==> config.mk <==
export PLATFORM = sky130hd
export DESIGN_NAME = pipe_stall_ctrl
export DESIGN_NICKNAME = d
export VERILOG_FILES = /design/src/rtl/pipe_stall_ctrl_pkg.sv /design/src/rtl/pipe_stall_ctrl_mc_seq_counter.sv /design/src/rtl/pipe_stall_ctrl.sv
export SDC_FILE = /design/constraint.sdc
export NUM_CORES = 1
export LEC_CHECK = 0
export CORE_ASPECT_RATIO = 0.6
export CORE_MARGIN = 2
export CORE_UTILIZATION = 53
export CTS_CLUSTER_DIAMETER = 50
export DETAILED_ROUTE_END_ITERATION = 6
export PLACE_DENSITY = 0.86
export SETUP_SLACK_MARGIN = 0.05
export SYNTH_ARGS = -nofsm -noshare
export SYNTH_HDL_FRONTEND = slang
export SYNTH_SLANG_ARGS = --single-unit
==> constraint.sdc <==
create_clock -name clk -period 4 [get_ports clk]
set_clock_uncertainty 0.05 [all_clocks]
set_input_delay 0.8 -clock clk [delete_from_list [all_inputs] [get_ports clk]]
set_output_delay 0.8 -clock clk [all_outputs]
set_load 0.02 [all_outputs]
==> src/rtl/pipe_stall_ctrl_pkg.sv <==
// Shared constants and types for the pipeline stall controller.
//   STALL_* : stall vector patterns, bit 0 = PC ... bit 5 = WB
//   STOP / NO_STOP : per-stage hold levels
//   mc_state_e : multi-cycle sequencer states
package pipe_stall_ctrl_pkg;

    localparam int unsigned STALL_W  = 6;
    localparam int unsigned STALL_PC = 0;

    typedef logic [STALL_W-1:0] stall_vec_t;

    localparam stall_vec_t STALL_NONE = 6'b000000;
    localparam stall_vec_t STALL_ID   = 6'b000111;
    localparam stall_vec_t STALL_EX   = 6'b001111;

    localparam logic STOP    = 1'b1;
    localparam logic NO_STOP = 1'b0;

    typedef enum logic {
        ST_IDLE = 1'b0,
        ST_BUSY = 1'b1
    } mc_state_e;

endpackage

==> src/rtl/pipe_stall_ctrl_mc_seq_counter.sv <==
// Down-counter tracking the remaining hold cycles of a multi-cycle op.
//   clk, rst     : clock, async active-low reset
//   load         : load load_val (takes priority over dec)
//   clear        : force count to zero (takes priority over load)
//   dec          : decrement by one
//   load_val     : value loaded with load
//   zero_c       : combinational, high when count is zero
module pipe_stall_ctrl_mc_seq_counter #(
    parameter int unsigned CNT_W = 6
) (
    input  logic             clk,
    input  logic             rst,
    input  logic             load,
    input  logic             clear,
    input  logic             dec,
    input  logic [CNT_W-1:0] load_val,
    output logic             zero_c
);

    logic [CNT_W-1:0] count_q;

    // Count register
    always_ff @(posedge clk or negedge rst) begin
        if (!rst) begin
            count_q <= '0;
        end else if (clear) begin
            count_q <= '0;
        end else if (load) begin
            count_q <= load_val;
        end else if (dec && (count_q != '0)) begin
            count_q <= count_q - CNT_W'(1);
        end
    end

    assign zero_c = (count_q == '0);

endmodule

==> src/rtl/pipe_stall_ctrl.sv <==
// Pipeline stall controller: merges ID/EX stall requests, sequences
// multi-cycle EX ops, counts stalled cycles and flags protocol errors.
//   clk, rst        : clock, async active-low reset
//   stallreq_id/ex  : same-cycle stall requests from ID / EX
//   mc_start/mc_len : start pulse and hold length of a multi-cycle op
//   mc_done         : early completion (honoured only while busy)
//   mc_cancel       : abort in-flight op, clears the stall this cycle
//   stall           : combinational stall vector [0]PC..[5]WB
//   mc_busy         : combinational, high while sequencer is busy
//   err             : sticky, mc_start seen while busy
//   stall_cnt       : saturating count of cycles with stall[0] set
module pipe_stall_ctrl
    import pipe_stall_ctrl_pkg::*;
#(
    parameter int unsigned CNT_W  = 6,
    parameter int unsigned PERF_W = 16
) (
    input  logic               clk,
    input  logic               rst,
    input  logic               stallreq_id,
    input  logic               stallreq_ex,
    input  logic               mc_start,
    input  logic [CNT_W-1:0]   mc_len,
    input  logic               mc_done,
    input  logic               mc_cancel,
    output logic [STALL_W-1:0] stall,
    output logic               mc_busy,
    output logic               err,
    output logic [PERF_W-1:0]  stall_cnt
);

    mc_state_e state_q, state_d;
    logic      hold_c;
    logic      cnt_load, cnt_clear, cnt_dec, cnt_zero_c;

    pipe_stall_ctrl_mc_seq_counter #(
        .CNT_W (CNT_W)
    ) u_cnt (
        .clk      (clk),
        .rst      (rst),
        .load     (cnt_load),
        .clear    (cnt_clear),
        .dec      (cnt_dec),
        .load_val (mc_len - CNT_W'(1)),
        .zero_c   (cnt_zero_c)
    );

    // State register
    always_ff @(posedge clk or negedge rst) begin
        if (!rst) begin
            state_q <= ST_IDLE;
        end else begin
            state_q <= state_d;
        end
    end

    // Next state, hold request and counter controls
    always_comb begin
        state_d   = state_q;
        hold_c    = NO_STOP;
        cnt_load  = 1'b0;
        cnt_clear = 1'b0;
        cnt_dec   = 1'b0;
        case (state_q)
            ST_IDLE: begin
                // Zero-length ops and start+cancel never hold
                if (mc_start && !mc_cancel && (mc_len != '0)) begin
                    hold_c   = STOP;
                    cnt_load = 1'b1;
                    state_d  = ST_BUSY;
                end
            end
            ST_BUSY: begin
                if (mc_cancel) begin
                    cnt_clear = 1'b1;
                    state_d   = ST_IDLE;
                end else if (cnt_zero_c || mc_done) begin
                    state_d = ST_IDLE;
                end else begin
                    hold_c  = STOP;
                    cnt_dec = 1'b1;
                end
            end
            default: state_d = ST_IDLE;
        endcase
    end

    // Stall merge; gated by reset so the vector drops asynchronously
    always_comb begin
        stall = STALL_NONE;
        if (!rst || mc_cancel) begin
            stall = STALL_NONE;
        end else if ((hold_c == STOP) || stallreq_ex) begin
            stall = STALL_EX;
        end else if (stallreq_id) begin
            stall = STALL_ID;
        end
    end

    assign mc_busy = (state_q == ST_BUSY);

    // Sticky protocol error: a new op started while one is in flight
    always_ff @(posedge clk or negedge rst) begin
        if (!rst) begin
            err <= 1'b0;
        end else if ((state_q == ST_BUSY) && mc_start) begin
            err <= 1'b1;
        end
    end

    // Saturating stalled-cycle counter
    always_ff @(posedge clk or negedge rst) begin
        if (!rst) begin
            stall_cnt <= '0;
        end else if ((stall[STALL_PC] == STOP) && (stall_cnt != {PERF_W{1'b1}})) begin
            stall_cnt <= stall_cnt + PERF_W'(1);
        end
    end

endmodule

==> results.md, run 1 <==
- The count of port buffers added during placement is 34.
- The final core area utilization is 0.698.
- For this run the aggregate overflow at the end of global routing stands at 0.
- The clock latency on the worst-skew pair is around 0.27 ns.
- The run finished with clean final reports.
- The via count of the first global-routing pass came to around 1200.
- The count of standard-cell rows is 15.
- In this run the worst hold path is classified as flip-flop to flip-flop.
- After filler insertion, the fill cell instance count of the layout stands at 198.
- The post-detailed-route via-to-cell ratio is between 6 and 7.
- The predominant post-synthesis flop cell is dfrtp_1.
- The number of gates resized after CTS was 0.
- The post-synthesis instance total is around 160.
- The filler-free cell count of the finished design is between 200 and 250.
- The final design instance area without fill is between 1500 and 2000 um^2.
- The floorplan step defined a die boundary enclosing about 3400 um^2.
- The share of total power dissipated in combinational logic is 0.331.
- The slowest stage of the critical path is the or4_4 cell.
- Of the total power, the clock network draws 0.250.
- In this run the number of H-tree levels came out at 1.
- Buffers added to address setup during post-CTS repair amount to 0.
- The number of antenna cells inserted is 0.
- The number of synthesized flops with an enable pin is 0.
- The count of unresolved DRC violations after routing is 0.
- In this run the standard cell core region covers approximately 2800 um^2.
- The leakage dissipation is approximately 0.76 nW.
- The worst setup path is captured at an output pin.
- The effective utilization at floorplan is 0.545.
- Data on the critical path arrives at its endpoint at between 3 and 4 ns.
- The die outline width is 73.5 um.
- The half-perimeter wire length after detailed placement is roughly 3000 um.
- Yosys mapped the design onto 53 distinct sky130hd cell types.
- The initial antenna violation count is 0.
- The minimum clock period after layout is 3.88 ns.
- The sequential fraction of design power is 0.419.
- Counting flops with an async set or reset pin after synthesis yields a share of 1.00.
- Along the worst path, the maximum fanout reaches 8.
- Hold repair after CTS inserted 0 buffers.
- Across the run, the number of max-cap violations was 0.
- The mean instance size in the synthesized netlist is roughly 10 um^2.
- The detail route stage leaves a number of antenna-violating nets equal to 0.
- The total track usage is 0.243.
- The signal on the critical path passes through clkdlybuf4s50_1, or4_4, o21ai_4, o21a_1, inv_2, nor2_1, nor2_1, clkdlybuf4s50_1.
- The library cell used most frequently in the layout, excluding fill and tap cells, is clkdlybuf4s50_1.
- The peak clock frequency supported by timing is 0.258 GHz.
- After routing, the total negative slack on setup checks comes to 0 ns.
- For this run, the number of Yosys warnings is 0.
- Among cell families on the critical path, the largest total delay comes from buffers and inverters.
- The kind of start point of the critical path is a primary input.
- The max-slew violation count was 0.
- The proportion of layout cells with a drive suffix above 1 is 0.104.
- Counting tap cells, the placed design contains a total of around 220 instances.
- Dividing the final minimum period by the clock period gives 0.969.
- The area share of the largest cell type after synthesis is 0.392.
- After clock tree synthesis, the clock-pin slew on the worst setup and hold paths is roughly 0.09 ns.
- The internal power of the cells totals ~0.00056 W.
- Setup repair after global routing left no endpoint under its margin.
- IR analysis of the VDD net gives a maximum drop of around 0.23 mV.
- The number of buffers added by the clock tree synthesis step is 3.
- In this run the power spent charging and discharging nets is 0.000288 W.
- STA puts the critical path data required time at around 3.2 ns.
- The synthesis-to-finish area growth is 28.1%.
- Dividing total power by cell area gives a power density of between 400 and 500 nW/um^2.
- The count of buffer and inverter cells on the critical path is 3.
- The boundary pin count is 37.
- The synthesized design spends more area on one cell type than any other, namely dfrtp_1.
- The final route contains between 1000 and 1500 vias.
- The net count of the finished layout is just over 200.
- The transition time at the pin with the least slew margin is between 0.7 and 0.8 ns.
- Across all register-to-register paths, the minimum setup slack is 1.47 ns.
- In this run the tightest slew margin relative to its limit is 0.505.
- Leaving out fill and tap cells, the most frequent cells in the layout are clkdlybuf4s50_1, dfrtp_1, xnor2_1.
- The delay of the slowest cell on the worst path is 0.53 ns.
- Entering global routing, the biggest net connects 25 pins.
- The violation count after the first detailed-route iteration is 168.
- The congestion estimate from routability-driven global placement came to between 0.9 and 1.
- The die is 45.7 um tall.
- The placed instances occupy a cell area of 1890 um^2.
- The count of endpoints failing hold in the final timing report is 0.
- The first-pass GRT wire length is 6160 um.
- The post-detailed-route wirelength per cell is 17.5 um.
- Before antenna repair, the detailed router went through 4 iterations.
- The cell at the root of the clock tree is clkbuf_8.
- Sorting the synthesized cells by area gives the leading types as dfrtp_1, xnor2_1, nand4_1.
- The setup path with the least slack is of type primary input to output pin.
- The total of endpoints with negative setup slack in the final report is 0.
- Wires add up to roughly 3900 um.
- Of the total power, the share spent switching nets is 0.340.
- The tree built by TritonCTS fans out to 24 sinks.
- The number of synthesized register bits is 24.
- The number of buffers on the longest clock path is 2.
- For this run, the register share of the synthesized area comes to 0.392.
- The clock tree from TritonCTS is built.
- In this run the cell area of the synthesized design comes to around 1500 um^2.
-- per-layer routing --
metal / part of all wire / GRT usage
met4: 0.0030 / 0.0364
met2: 0.45 / 0.359
met1: 0.48 / 0.374
met5: 0 / 0
met3: 0.073 / 0.0509
-- Yosys cell counts, drive strengths merged, types with 3 or more instances --
| cell | number |
|---|---|
| dfrtp | 24 |
| xnor2 | 14 |
| nand2 | 12 |
| nand4 | 11 |
| nor2 | 11 |
| nand3 | 9 |
| buf | 7 |
| a21oi | 6 |
| and4 | 5 |
| nand2b | 5 |
| o21ai | 5 |
| inv | 3 |
| nor3b | 3 |
-- area by class of cell --
type | instances | area, um^2 | share of cell area
clock buffers | 3 | 41.3 | 0.0210
clock inverters | 1 | 30.0 | 0.0153
inverters | 3 | 11.3 | 0.00573
multi-input cells | 121 | 855 | 0.435
flip-flops and latches | 24 | 601 | 0.306
well taps | 34 | 42.5 | 0.0216
repair buffers | 40 | 385 | 0.196
-- sequential cells by signal, indices dropped and copies added (netlist names) --
signal,cells
stall_cnt,16
u_cnt.count_q,6
mc_busy,1
err,1
-- power by group through the flow --
stage                     combinational [W]  clock, W  sequential [W]
after floorplan                    0.000150         0        0.000372
after global placement             0.000271         0        0.000352
after detailed placement           0.000277         0        0.000356
after CTS                          0.000279  0.000217        0.000353
after global routing               0.000305  0.000228        0.000362
final                              0.000280  0.000212        0.000355
-- worst paths after layout --
check / start / endpoint / depth (start not counted)
setup / recovery: mc_len[3] / stall[3] / 8
hold / removal: err / err / 1
setup reg to reg: u_cnt.count_q[1] / stall_cnt[1] / 5
hold reg to reg: err / err / 1
max in group asynchronous: rst / stall_cnt[15] / 2
min in group asynchronous: rst / stall_cnt[14] / 2
-- kinds of logic (layout without fill, tap and decap cells) --
group | after synthesis | count (layout) | synth area share
other | 1 | 2 | 0.00244
buffers and inverters | 12 | 47 | 0.0538
AO/OA/AOI/OAI | 31 | 31 | 0.179
adder cells (fa/ha/maj) | 1 | 1 | 0.00816
AND/OR/NAND/NOR | 69 | 69 | 0.259
flip-flops | 24 | 24 | 0.392
multiplexers | 3 | 3 | 0.0212
XOR/XNOR | 15 | 15 | 0.0856
-- through the flow --
stage	power (W)	hold WS [ns]	setup WS, ns
3_5_place_dp	0.000634	0.399	0.173
3_3_place_gp	0.000623	0.393	0.229
5_1_grt	0.000895	0.462	0.0805
6_report	0.000847	0.421	0.122
2_1_floorplan	0.000522	0.454	1.06
4_1_cts	0.000850	0.434	0.160
Power figures use the tool's default switching activity.
==> run 2: changes to the inputs <==
--- a/config.mk
+++ b/config.mk
@@ -5,13 +5,14 @@
 export SDC_FILE = /design/constraint.sdc
 export NUM_CORES = 1
 export LEC_CHECK = 0
+export ABC_AREA = 1
 export CORE_ASPECT_RATIO = 0.6
 export CORE_MARGIN = 2
-export CORE_UTILIZATION = 53
+export CORE_UTILIZATION = 55
+export CTS_BUF_LIST = sky130_fd_sc_hd__clkbuf_4 sky130_fd_sc_hd__clkbuf_8
 export CTS_CLUSTER_DIAMETER = 50
 export DETAILED_ROUTE_END_ITERATION = 6
-export PLACE_DENSITY = 0.86
-export SETUP_SLACK_MARGIN = 0.05
+export PLACE_DENSITY = 0.88
 export SYNTH_ARGS = -nofsm -noshare
 export SYNTH_HDL_FRONTEND = slang
 export SYNTH_SLANG_ARGS = --single-unit
==> results.md, run 2 <==
- The peak clock frequency supported by timing is 0.271 GHz.
- The effective utilization at floorplan is 0.570.
- The cell area that synthesis handed to floorplanning was roughly 1600 um^2.
- The class of the tightest hold or removal check is flip-flop to flip-flop.
- The total of endpoints with negative setup slack in the final report is 0.
- The boundary pin count is 37.
- The y dimension of the die is approximately 46 um.
- The count of endpoints failing hold in the final timing report is 0.
- After clock tree synthesis, the clock-pin slew on the worst setup and hold paths is roughly 0.09 ns.
- The die is 73.7 um wide.
- The worst setup path is captured at an output pin.
- Dividing the detail-routed wire length by the instance count gives 12.7 um.
- The number of synthesized register bits is 24.
- In this run the power density over the cells is approximately 440 nW/um^2.
- The count of unresolved DRC violations after routing is 0.
- Sorting the synthesized cells by how often they occur yields nand2_1, nand3_1, dfrtp_1.
- The final wirelength is ~3700 um.
- The worst vdd rail ir drop is about 0.3 mV.
- The predominant post-synthesis flop cell is dfrtp_1.
- The tree built by TritonCTS fans out to 24 sinks.
- The initial antenna violation count was 0.
- 0 antenna diodes ended up in the layout.
- In this run, post-CTS repair resized a total of 0 instances.
- The proportion of layout cells with a drive suffix above 1 is 0.0949.
- The total via count in the routed design is approximately 1500.
- Synthesis instantiated 28 different standard cells from the library.
- The largest registers in the layout are stall_cnt: 16 flops, u_cnt.count_q: 6 flops.
- The top register by number of flip-flops is stall_cnt.
- The length of the first detailed-routing pass in iterations is 4.
- The required time of the worst setup path is between 3 and 4 ns.
- The share of the yosys chip area belonging to registers is 0.374.
- The full die area is about 3400 um^2.
- Routability-driven placement finished with a final weighted congestion of roughly 0.96.
- The synthesis-to-finish area growth is 24.9%.
- The violation count after the first detailed-route iteration is 118.
- The maximum number of pins on one net before global-route repair is 25.
- The HPWL after detailed placement is 2840 um.
- The core area is approximately 2800 um^2.
- The via count of the first global-routing pass is 1219.
- The post-detailed-route via-to-cell ratio is 5.21.
- The flow ran to the end, and the final reports show no timing, DRC or antenna violations.
- The final design instance area without fill is about 2000 um^2.
- The fraction of synthesis flops using an asynchronous set or reset pin is 1.00.
- The count of H-tree levels built during CTS is 1.
- By area the synthesized netlist is led by dfrtp_1, nand2_1, nand3_1.
- The leakage dissipation is between 0.9 and 1 nW.
- The number of buffers added by the clock tree synthesis step is 3.
- The clock tree from TritonCTS is built.
- The data arrival time of the critical path is ~2.9 ns.
- Synthesis handed over a netlist of around 220 instances.
- In the global route stage, overall resource usage came out at 0.238.
- The leading cell type in the layout, fill and taps excluded is nand2_1.
- The tree is rooted in a clkbuf_8.
- The count of standard-cell rows is 15.
- The setup path with the least slack is of type primary input to output pin.
- The clock latency on the worst-skew pair is 0.27 ns.
- In the layout the commonest cells are nand2_1, clkdlybuf4s50_1, nand3_1.
- The share of the clock period used by the worst path is 0.924.
- The global-route congestion overflow total is 0.
- Once placement finished, the instance area stood at 1950 um^2.
- In this run the deepest clock path goes through 2 buffers.
- The first global-routing pass estimated about 6000 um of wire.
- In this run the worst path has a maximum fanout of 9.
- The area share of the largest cell type after synthesis is 0.374.
- In this run the post-CTS setup repair buffer count came out at 0.
- The worst setup path is launched from a primary input.
- The net count of the finished layout is 268.
- The cell taking the most area after synthesis is dfrtp_1.
- Yosys instantiated no cell more often than nand2_1.
- The max capacitance violation total is 0.
- The register with the most flip-flops in the layout has 16 of them.
- The mean instance size in the synthesized netlist is 7.33 um^2.
- Setup repair after global routing left no endpoint under its margin.
- The number of buffers inserted by hold repair at cts is 0.
- During synthesis, Yosys emitted a total of 0 warnings.
- Once detail routing completed, the nets flagged for antenna violations numbered 0.
- The number of synthesized flops with an enable pin is 0.
- The worst path in the final design needs a cycle of ~3.7 ns, including I/O delays and setup.
- The setup TNS after final layout is 0 ns.
- Buffers placed on the I/O ports in this run total 34.
- Measured on the finished design, the core utilization comes to 0.712.
- The max-slew violation count was 0.
run 2: logic make-up after synthesis:
logic type | count (synthesis) | synth area share
xor gates and xnor gates | 15 | 0.0818
AOI/OAI and AO/OA | 15 | 0.0530
DFF | 24 | 0.374
adders and majority gates | 1 | 0.00779
buffers and inverters | 28 | 0.0842
and+or+nand+nor | 135 | 0.397
other | 1 | 0.00234
run 2: critical path, stage by stage:
cell             delay [ns]
clkdlybuf4s50_1        0.50
nand2_2                0.08
nor2_4                 0.18
nand2_4                0.12
nand2_4                0.15
o21ai_2                0.07
nand2_1                0.26
clkdlybuf4s50_1        0.68
run 2: final timing paths:
kind,start,to,slack [ns],cells after the start
hold / removal,err,err,0.42,1
setup reg to reg,stall_cnt[0],stall_cnt[0],2.06,8
min in group asynchronous,rst,stall_cnt[8],0.86,2
setup / recovery,mc_start,stall[2],0.30,8
max in group asynchronous,rst,stall_cnt[14],2.80,2
hold reg to reg,err,err,0.42,1
run 2: per-layer routing:
layer  routed length (um)  track usage
met5                    0            0
met4                   10       0.0255
met3                  377       0.0686
met2                 1470        0.332
met1                 1790        0.371
run 2: area by class of cell:
cell class | count | area (um^2)
multi-input combinational | 168 | 873
fill | 244 | 810
sequential | 24 | 601
timing repair buffer | 36 | 355
inverter | 21 | 78.8
clock buffer | 4 | 55.1
tap | 34 | 42.5
run 2: where the power goes:
part           internal (W)  switching (W)
Clock             0.0000879      0.0000766
Sequential         0.000294      0.0000594
Combinational      0.000151       0.000206
Total              0.000533       0.000342
run 2: through the flow:
stage / cells / hold WS [ns] / total power (W) / setup WS [ns]
6_report: 287 / 0.418 / 0.000875 / 0.304
5_1_grt: 287 / 0.446 / 0.000943 / 0.192
4_1_cts: 287 / 0.426 / 0.000878 / 0.310
3_5_place_dp: 283 / 0.409 / 0.000713 / 0.311
3_3_place_gp: 283 / 0.393 / 0.000701 / 0.386
2_1_floorplan: 220 / 0.420 / 0.000584 / 1.32
